<file path="src/rtl/ifu_pkg.sv">
// ifu_pkg: shared types and constants for the instruction fetch unit.
`default_nettype none

package ifu_pkg;

    localparam int          XLEN     = 64;
    localparam logic [63:0] RESET_PC = 64'h8000_0000;
    localparam int          INST_W   = 32;

    typedef enum logic [2:0] {
        IDLE = 3'd0,
        REQ  = 3'd1,
        WAIT = 3'd2,
        OUT  = 3'd3,
        HALT = 3'd4
    } ifu_state_t;

    // Instructions are 32-bit aligned; any set low bit is a fetch fault.
    function automatic logic pc_misaligned(input logic [1:0] lsbs);
        return lsbs != 2'b00;
    endfunction

endpackage

`default_nettype wire

</file>
<file path="src/rtl/ifu_pc.sv">
// ifu_pc: program counter register with redirect mux and +4 incrementer.
`default_nettype none

module ifu_pc #(
    parameter int                XLEN     = ifu_pkg::XLEN,
    parameter logic [XLEN-1:0]   RESET_PC = XLEN'(ifu_pkg::RESET_PC)
) (
    input  logic            clk_i,
    input  logic            rst_ni,
    input  logic            redirect_i,
    input  logic [XLEN-1:0] redirect_pc_i,
    input  logic            advance_i,
    output logic [XLEN-1:0] pc_o,
    output logic            misaligned_o
);
    import ifu_pkg::*;

    logic [XLEN-1:0] pc_q;
    logic [XLEN-1:0] pc_d;

    // Redirect wins over sequential advance; the add wraps modulo 2^XLEN.
    always_comb begin
        pc_d = pc_q;
        if (redirect_i) begin
            pc_d = redirect_pc_i;
        end else if (advance_i) begin
            pc_d = pc_q + XLEN'(4);
        end
    end

    always_ff @(posedge clk_i or negedge rst_ni) begin
        if (!rst_ni) begin
            pc_q <= RESET_PC;
        end else begin
            pc_q <= pc_d;
        end
    end

    assign pc_o         = pc_q;
    assign misaligned_o = pc_misaligned(pc_q[1:0]);

endmodule

`default_nettype wire

</file>
<file path="src/rtl/ifu.sv">
// ifu: single-outstanding instruction fetch with redirect/squash, feeding decode
// over a valid/ready handshake.
`default_nettype none

module ifu #(
    parameter int              XLEN     = ifu_pkg::XLEN,
    parameter logic [XLEN-1:0] RESET_PC = XLEN'(ifu_pkg::RESET_PC)
) (
    input  logic                       clk,
    input  logic                       rst,
    output logic                       imem_req_valid,
    input  logic                       imem_req_ready,
    output logic [XLEN-1:0]            imem_req_addr,
    input  logic                       imem_rsp_valid,
    input  logic [ifu_pkg::INST_W-1:0] imem_rsp_data,
    input  logic                       imem_rsp_err,
    output logic                       inst_valid,
    input  logic                       inst_ready,
    output logic [ifu_pkg::INST_W-1:0] instruction,
    output logic [XLEN-1:0]            inst_pc,
    output logic                       inst_fault,
    input  logic                       redirect_valid,
    input  logic [XLEN-1:0]            redirect_pc
);
    import ifu_pkg::*;

    ifu_state_t          state_q;
    logic                kill_q;
    logic [INST_W-1:0]   instruction_q;
    logic [XLEN-1:0]     inst_pc_q;
    logic                fault_q;

    logic [XLEN-1:0]     pc;
    logic                misaligned;
    logic                redirect_take;
    logic                advance;
    logic                req_fire;

    // Redirects are not honoured while coming out of reset.
    assign redirect_take = redirect_valid && (state_q != IDLE);
    assign advance       = (state_q == OUT) && inst_ready && !fault_q && !redirect_valid;

    assign imem_req_valid = (state_q == REQ) && !misaligned;
    assign imem_req_addr  = pc;
    assign req_fire       = imem_req_valid && imem_req_ready;

    assign inst_valid  = (state_q == OUT) && !redirect_valid;
    assign instruction = instruction_q;
    assign inst_pc     = inst_pc_q;
    assign inst_fault  = fault_q;

    ifu_pc #(
        .XLEN     (XLEN),
        .RESET_PC (RESET_PC)
    ) u_pc (
        .clk_i         (clk),
        .rst_ni        (rst),
        .redirect_i    (redirect_take),
        .redirect_pc_i (redirect_pc),
        .advance_i     (advance),
        .pc_o          (pc),
        .misaligned_o  (misaligned)
    );

    always_ff @(posedge clk or negedge rst) begin
        if (!rst) begin
            state_q       <= IDLE;
            kill_q        <= 1'b0;
            instruction_q <= '0;
            inst_pc_q     <= '0;
            fault_q       <= 1'b0;
        end else begin
            case (state_q)
                IDLE: state_q <= REQ;
                REQ: begin
                    if (redirect_valid) begin
                        // An accepted request whose address is now stale must be drained.
                        if (req_fire) begin
                            state_q <= WAIT;
                            kill_q  <= 1'b1;
                        end
                    end else if (misaligned) begin
                        instruction_q <= '0;
                        fault_q       <= 1'b1;
                        inst_pc_q     <= pc;
                        state_q       <= OUT;
                    end else if (req_fire) begin
                        state_q <= WAIT;
                    end
                end
                WAIT: begin
                    if (redirect_valid) begin
                        if (imem_rsp_valid) begin
                            kill_q  <= 1'b0;
                            state_q <= REQ;
                        end else begin
                            kill_q  <= 1'b1;
                        end
                    end else if (imem_rsp_valid) begin
                        if (kill_q) begin
                            kill_q  <= 1'b0;
                            state_q <= REQ;
                        end else begin
                            instruction_q <= imem_rsp_data;
                            fault_q       <= imem_rsp_err;
                            inst_pc_q     <= pc;
                            state_q       <= OUT;
                        end
                    end
                end
                OUT: begin
                    if (redirect_valid) begin
                        state_q <= REQ;
                    end else if (inst_ready) begin
                        state_q <= fault_q ? HALT : REQ;
                    end
                end
                HALT: begin
                    if (redirect_valid) begin
                        state_q <= REQ;
                    end
                end
                default: state_q <= IDLE;
            endcase
        end
    end

endmodule

`default_nettype wire

</file>
<file path="config.mk">
export PLATFORM = sky130hd
export DESIGN_NAME = ifu
export DESIGN_NICKNAME = d
export VERILOG_FILES = /design/src/rtl/ifu_pkg.sv /design/src/rtl/ifu_pc.sv /design/src/rtl/ifu.sv
export SDC_FILE = /design/constraint.sdc
export NUM_CORES = 1
export LEC_CHECK = 0
export BUFFER_PORTS_ARGS = -buffer_cell sky130_fd_sc_hd__buf_2
export CAP_MARGIN = 30
export CORE_MARGIN = 2
export CORE_UTILIZATION = 55
export DETAILED_ROUTE_END_ITERATION = 8
export PLACE_DENSITY = 0.92
export SKIP_CTS_REPAIR_TIMING = 1
export SYNTH_ARGS = -nofsm -noshare
export SYNTH_HDL_FRONTEND = slang
export SYNTH_SLANG_ARGS = --single-unit
</file>
<file path="constraint.sdc">
create_clock -name clk -period 6.7 [get_ports clk]
set_input_delay 0.67 -clock clk [delete_from_list [all_inputs] [get_ports clk]]
set_output_delay 0.67 -clock clk [all_outputs]
set_load 0.02 [all_outputs]
</file>
# Yosys cells after proc, flatten, opt, wreduce, memory -nomap -nowiden
# Cells that the tools add are included.
# W data, S select, Z words.
# classes
add_sub_neg	1
n_eq_ne	14
muxes	38
reduce_logical	18
# ops
cell	n
$mux W64	7
$mux W32	5
$pmux W64 S2	1
$add A64 B3 Y64 const B	1
$pmux W32 S2	1
$mux W3	10
$ne A2 B2 Y1 const B	8
$pmux W3 S5	1
$mux W1	10
$logic_and A1 B1 Y1	7
$eq A3 B2 Y1 const B	2
$ne A3 B3 Y1 const B	2
$reduce_and A6 Y1	1
$reduce_bool A2 Y1	3
$pmux W1 S2	2
$reduce_and A4 Y1	1
$eq A3 B1 Y1 const B	1
$eq A3 B3 Y1 const B	1
$logic_not A1 Y1	3
$logic_not A3 Y1	1
$reduce_and A3 Y1	1
$reduce_bool A3 Y1	1
$mux W2	1
# word_totals
regBits	165
inputBits	103
out_inout_bits	163
elab_cells	77

# Logic depth before layout (Yosys ltp)
# Gate-level depths: netlist of run 1.
# logic_depth
depth_word	8
depth_mapped	8
ltp_nobuf	6

# Hierarchy
# Synthesis of run 1 repeated with hierarchy kept, for this count alone.
# unflattened
cells_unflattened	746
hier_area_um2	7947.6
# by_module_without_submodules
module	n_inst	cells_each	area_per_inst_um2	seq_area_each_um2
ifu	1	324	4302.9	2527.4
ifu_pc	1	422	3644.7	1602.8

# Worst setup path before layout of run 1
# No wires, ideal clock.
# synth_path
kind	input to register
startpoint	in redirect_valid
endpoint	reg u_pc.pc_q[62], in the netlist u_pc.pc_o[62]
setup_time_ns	0.082
t_arrival_ns	2.588
required_time_ns	6.618
path_slack_ns	4.030
stages	8
path_buffers	2
path_cell_list	clkbuf_1 nand4bb_1 clkinv_1 nand4_1 or3_4 buf_2 or4_1 a31oi_1
# synth_between
elab_chain_len	3
elab_cells_between_ends	5
classes_between	mux (1); reduce/logical (4)
# synth_rtl
element	line_no	rtl
from (decl)	ifu.sv:22	input logic redirect_valid,
$logic_not A1 Y1	ifu.sv:41	assign advance = (state_q == OUT) && inst_ready && !fault_q && !redirect_valid;
$logic_and A1 B1 Y1	ifu.sv:41	
$reduce_bool A2 Y1 (no line)	n/a	
to (signal assigned)	ifu_pc.sv:35	pc_q <= pc_d;
to (decl)	ifu_pc.sv:18	logic [XLEN-1:0] pc_q;
# Parallel ways exist; a longest one is shown, timed or not.
# A chain may end at the register's enable or synchronous reset.

# Final worst setup path of run 1
# layout_path
startpoint	reg state_q[0]
endpoint	reg inst_pc_q[56], in the netlist inst_pc[56]
# layout_between
elab_chain_len	3
elab_cells_between_ends	10
classes_between	eq/ne (7); mux (1); reduce/logical (2)
# layout_rtl
element	line_no	rtl
from (decl)	ifu.sv:27	ifu_state_t state_q;
from (signal assigned)	ifu.sv:115	state_q <= fault_q ? HALT : REQ;
$eq A3 B1 Y1 / $eq A3 B2 Y1 (equally long branches)	ifu.sv:73	case (state_q)
$ne A2 B2 Y1 (no line) / $reduce_bool A2 Y1 (equally long branches)	n/a	
$reduce_and A6 Y1 (no line)	n/a	
to (signal assigned)	ifu.sv:85	inst_pc_q <= pc;
to (signal assigned)	ifu.sv:106	inst_pc_q <= pc;
to (decl)	ifu.sv:30	logic [XLEN-1:0] inst_pc_q;
# Parallel ways exist; a longest one is shown, timed or not.

==> reports/summary.txt, run 1 <==
Clock Skews: 12.18 ps
met3 usage: 8.333%
count of state elements after synthesis: 165
vias in the first global route: 6,635
Final setup violation count: 0
post-synth cell types: 49
Yosys top cell by area: dfrtp_1
Post-Syn Instances: 775
gr usage total: 28.84%
gr busiest metal: met2
Ys Warns: 0
Routed WL: 21,850 um
Pleak: 4.719 nW
Post-Syn Area per Cell: 10.22 um2
TritonCTS Buffers: 17
dpl hpwl: 15,750 um
remaining antenna violation count after routing: 0
Die Ht: 124 um
Initial Util: 56.62%
via density per instance: 5.824
Synth Flop Type: dfrtp_1
Critical Path RT: 7020 ps
Final Core Density: 71.90%
switching fraction of total power: 42.66%
RR Startpoint: state_q[0]
count leader, synth: dfrtp_1
synth top area cells: dfrtp_1 52%, mux2_2 9.1%, nand2_1 4.9%, mux2i_1 4.2%, xnor2_1 2.9%
WS Path Type: flip-flop to flip-flop
die width: 124 um
Startpoint Class: flip-flop
synth cell count leaders: 164 x dfrtp_1, 104 x nand2_1, 64 x mux2_2, 48 x nor2_1
CTS tree: done
Synth async-reset ratio: 100.0%
clk slew on worst S/H paths: 70 ps
Fin. Hold Viols: 0
Final Cycle Share: 41.58%
hold slack: 315.6 ps
placed insts: 1,187
input/output buffers: 265
Clock Latency Late Sink: 430 ps
Post-synth EDFFs: 0
Crit. Startpoint: state_q[0]
total number of vias: 7,111
DRC viols: 0
VDD IR max: 0.0003324 V
Core ar.: 13,990 um2
outcome: finished, final reports clean
Flop pwr share: 37.8%
crit path max fanout: 52
initial drt markers: 672
Layout area overhead: 26.98%
FP Rows: 43
MaxCap Viol Count: 0
Switch Pwr: 2.118 mW
syn nets: 879
die footprint: 15,380 um2
GR Layer Usage met1: 37.35%
Root Driver: clkbuf_16
Comb pwr share: 41.8%
sequential share of the synthesized area: 52.15%
share of layout cells above drive strength 1: 36.63%
Slew Limit Headroom: 36.40%
Crit. End Element: flip-flop
fmax: 359.0 MHz
worst min path class: input pin to async pin
Max Root-Sink Buffers: 2
Clock power frac: 20.4%
H-tree levels: 4
Pint: 2.847 mW
I/O pin cnt: 266
nets@finish: 1,131
final cell count without fillers: 1,221
initial antenna violation count: 3
fin. max-slew vios: 0
CP Data Arrival Time: 3100 ps
Synth Cell Area: 7920 um2
drt wl/cell: 17.90 um
R2R Setup Slk: 3910 ps
pwr dens: 493.6 nW/um2
grt met2 use: 46.12%
setup TNS: 0 ps
clock sinks: 165
pin count of the biggest net entering global routing: 95
Yosys top cell area share: 51.82%
Filler cells: 1,041
detailed-router iteration count before antenna repair: 5
min cycle time layout: 2786 ps
first-pass GRT wire length: 34,100 um
RePlAce Congestion: 0.9420
Worst Tran Pin Value: 945.3 ps
grt ovf: 0
RSZ-0062 raised after global routing: no
-- worst paths after layout --
check                                 end  depth (start not counted)
setup / recovery              inst_pc[56]                          6
hold / removal             instruction[6]                          1
setup reg to reg              inst_pc[56]                          6
hold reg to reg               inst_pc[22]                          1
max in group asynchronous   u_pc.pc_o[27]                          3
min in group clk             u_pc.pc_o[1]                          3
-- sequential cells by signal (all words and copies together), names as in the netlist --
register and cells:
inst_pc 64, u_pc.pc_o 64, instruction 32, state_q 3
inst_fault 1, kill_q 1
-- cells by family after synthesis --
group | after synthesis | share of synthesized area [%]
AND/OR/NAND/NOR | 296 | 19.02
adder cells (fa/ha/maj) | 1 | 0.1580
buffers and inverters | 81 | 3.886
XOR/XNOR | 31 | 3.428
flip-flops | 165 | 52.15
AO/OA/AOI/OAI | 104 | 8.089
multiplexers | 97 | 13.27
-- critical path: stages, from the launching register on --
cell and delay (ps):
dfrtp_1 530, nand2b_1 190, nor2_1 70, a21o_1 200
nand2_4 490, buf_4 710, mux2_2 420
-- metrics by stage --
stage               instance area (um2)  total power [mW]  setup WS [ps]
CTS                               10030             4.979           3915
global placement                   9387             3.858           3914
floorplan                          7920             3.160           4030
global route                      10060             5.254           3778
finish                            10060             4.965           3914
detailed placement                 9414             3.957           3814
-- metal layers --
layer / up-vias / part of all wire [%]
li1: 3291 / -
met1: 3415 / 41
met2: 345 / 48
met3: 56 / 9.1
met4: 4 / 2.3
met5: - / 0.11
-- power groups by stage --
stage / combinational, mW / clock (mW) / sequential (mW)
after CTS: 2.08 / 1.02 / 1.87
after global placement: 2.00 / 0 / 1.85
after floorplan: 0.855 / 0 / 2.31
after detailed placement: 2.08 / 0 / 1.88
final: 2.08 / 1.01 / 1.88
after global routing: 2.25 / 1.07 / 1.94
-- area by class of cell --
class                           count  area, um2  area share [%]
Antenna cell                        1      2.502         0.02488
Clock buffer                       18      439.2           4.367
Clock inverter                     14      173.9           1.729
Inverter                           43      161.4           1.605
Multi-Input combinational cell    529       3507           34.87
Sequential cell                   165       4130           41.07
Tap cell                          180      225.2           2.239
Timing Repair Buffer              271       1418           14.10
-- cells in the final DEF (no fill, tap or decap), types with 2 or more instances in the layout --
master,n
nand2b_1,2
or4_4,2
and3_1,7
clkinv_2,3
bufinv_16,3
dfrtp_1,164
mux2_2,64
nand4bb_1,2
o31ai_1,15
mux2i_1,33
a21oi_1,4
buf_2,264
and2_1,2
buf_16,2
or3_1,8
clkinv_4,3
inv_6,4
nor3_1,15
nand3_1,29
a31oi_1,29
nor2b_1,2
and4_1,4
xor2_1,5
nand2_1,103
a21o_1,2
or2_2,2
clkbuf_16,17
buf_4,4
o21ai_0,42
nand4_1,20
xnor2_1,26
nor2_1,47
o41ai_1,3
nor4_1,18
inv_1,42
or4_1,20
nand4b_1,5
(Power assumes the default switching activity.)
==> run 2: changes to the inputs <==
CORE_UTILIZATION = 51   (was 55)
PLACE_DENSITY = 0.87   (was 0.92)
clock period = 2.9 ns   (was 6.7 ns; I/O delays follow)
==> reports/summary.txt, run 2 (same netlist as run 1, synthesis figures left out) <==
outcome: finished, final reports clean
Pleak: 4.785 nW
detailed-router iteration count before antenna repair: 6
Flop pwr share: 37.5%
routed length on met1: 9118 um
vias in the first global route: 6,863
Final Core Density: 67.05%
MaxCap Viol Count: 0
critical path buffer and inverter count: 1
Fin. Hold Viols: 0
WS Path Type: flip-flop to flip-flop
crit path max fanout: 15
slowest CP cell: or4_4
DRC viols: 0
Filler cells: 1,225
clock sinks: 165
Initial Util: 52.10%
grt ovf: 0
die width: 128.6 um
I/O pin cnt: 266
input/output buffers: 265
pin count of the biggest net entering global routing: 78
Final setup violation count: 0
Pint: 6.706 mW
dpl hpwl: 16,610 um
worst min path class: input pin to flip-flop
Die Ht: 128.6 um
most common cell after layout, fill and taps aside: buf_2
max incr delay on CP: 570 ps
Final Cycle Share: 92.47%
top routing layer in use: met4
first-pass GRT wire length: 35,780 um
CTS tree: done
FP Rows: 45
VDD IR max: 0.0006604 V
H-tree levels: 4
TritonCTS Buffers: 17
RSZ-0062 raised after global routing: no
Comb pwr share: 42.1%
initial antenna violation count: 3
Crit path max-delay family: simple AND/OR/NAND/NOR gates
fmax: 372.9 MHz
clk slew on worst S/H paths: 70 ps
Crit. End Element: flip-flop
commonest cells after routing, fill and taps aside: 264 x buf_2, 164 x dfrtp_1, 103 x nand2_1
total number of vias: 7,182
gr usage total: 27.86%
Clock power frac: 20.4%
Worst Tran Pin Value: 617.5 ps
CP Data Arrival Time: 3020 ps
initial drt markers: 679
Max Root-Sink Buffers: 2
crit-path cells: nand3_2 > or4_4 > buf_4 > or3_4 > or4_1 > a31oi_1
RePlAce Congestion: 0.8984
Root Driver: clkbuf_16
Clock Skews: 18.36 ps
Layout area overhead: 28.69%
Core ar.: 15,200 um2
drt wl/cell: 18.32 um
Clock Latency Late Sink: 430 ps
Routed met2 length: 11,190 um
Slew Limit Headroom: 58.83%
nets@finish: 1,147
switching fraction of total power: 42.14%
setup TNS: 0 ps
min cycle time layout: 2682 ps
Startpoint Class: flip-flop
pwr dens: 1137 nW/um2
Routed WL: 22,810 um
remaining antenna violation count after routing: 0
Switch Pwr: 4.884 mW
share of layout cells above drive strength 1: 37.19%
via density per instance: 5.769
Critical Path RT: 3240 ps
met3 wire length: 1987 um
fin. max-slew vios: 0
die footprint: 16,540 um2
==> run 2: cell count changes in the layout (fill, tap and decap cells not counted), moves of 2 or more <==
cell / previous run / this run
clkinvlp_4: 1 / 3
buf_16: 2 / 0
inv_6: 4 / 0
clkinv_4: 3 / 0
buf_12: 0 / 3
buf_4: 4 / 18
diode_2: 1 / 3
clkbuf_1: 0 / 2
==> run 2: layout make-up <==
class,count,area [um2],share of cell area (%)
Antenna cell,3,7.507,0.07366
Multi-Input combinational cell,529,3507,34.41
Tap cell,188,235.2,2.308
Inverter,43,161.4,1.584
Clock buffer,21,460.4,4.518
Clock inverter,9,152.6,1.498
Timing Repair Buffer,287,1538,15.09
Sequential cell,165,4130,40.52
==> run 2: worst reg2reg max path, stage by stage, from the launching register on <==
cell     delay, ps
dfrtp_1        480
nand3_2        150
or4_4          570
buf_4          200
or3_4          480
or4_1          510
a31oi_1        210
==> run 2: per-stage QoR <==
| stage | worst slack, ps | hold WS, ps | instances | total power [mW] | area, um2 |
|---|---|---|---|---|---|
| 6_report | 218.3 | 56.71 | 1245 | 11.59 | 10190 |
| 5_1_grt | 133.5 | 64.74 | 1243 | 12.25 | 10190 |
| 4_1_cts | 241.9 | -223.9 | 1241 | 11.64 | 10170 |
| 3_5_place_dp | 307.6 | 232.0 | 1211 | 9.230 | 9562 |
| 3_3_place_gp | 378.0 | 233.4 | 1211 | 9.039 | 9562 |
| 2_1_floorplan | 396.0 | -5.591 | 775 | 7.301 | 7920 |
==> run 2: power by group through the flow <==
stage | combinational (mW) | clock [mW] | sequential (mW)
CTS | 4.91 | 2.40 | 4.33
detailed placement | 4.88 | 0 | 4.35
floorplan | 1.97 | 0 | 5.33
global placement | 4.76 | 0 | 4.28
finish | 4.88 | 2.36 | 4.34
global route | 5.25 | 2.52 | 4.48
==> run 2: routing by layer <==
metal | up-vias | GRT usage (%)
met5 | - | 0
met4 | 0 | 9.207
met3 | 42 | 8.233
met2 | 353 | 45.87
met1 | 3473 | 35.63
li1 | 3314 | -
==> run 2: worst paths after layout <==
path | startpoint | end | slack, ps | cells after the start
setup / recovery | u_pc.pc_o[11] | u_pc.pc_o[62] | 220 | 6
hold / removal | redirect_pc[29] | u_pc.pc_o[29] | 60 | 3
setup reg to reg | u_pc.pc_o[11] | u_pc.pc_o[62] | 220 | 6
hold reg to reg | inst_pc[37] | inst_pc[37] | 500 | 1
max in group asynchronous | rst | inst_pc[44] | 1580 | 3
min in group asynchronous | rst | instruction[6] | 350 | 2
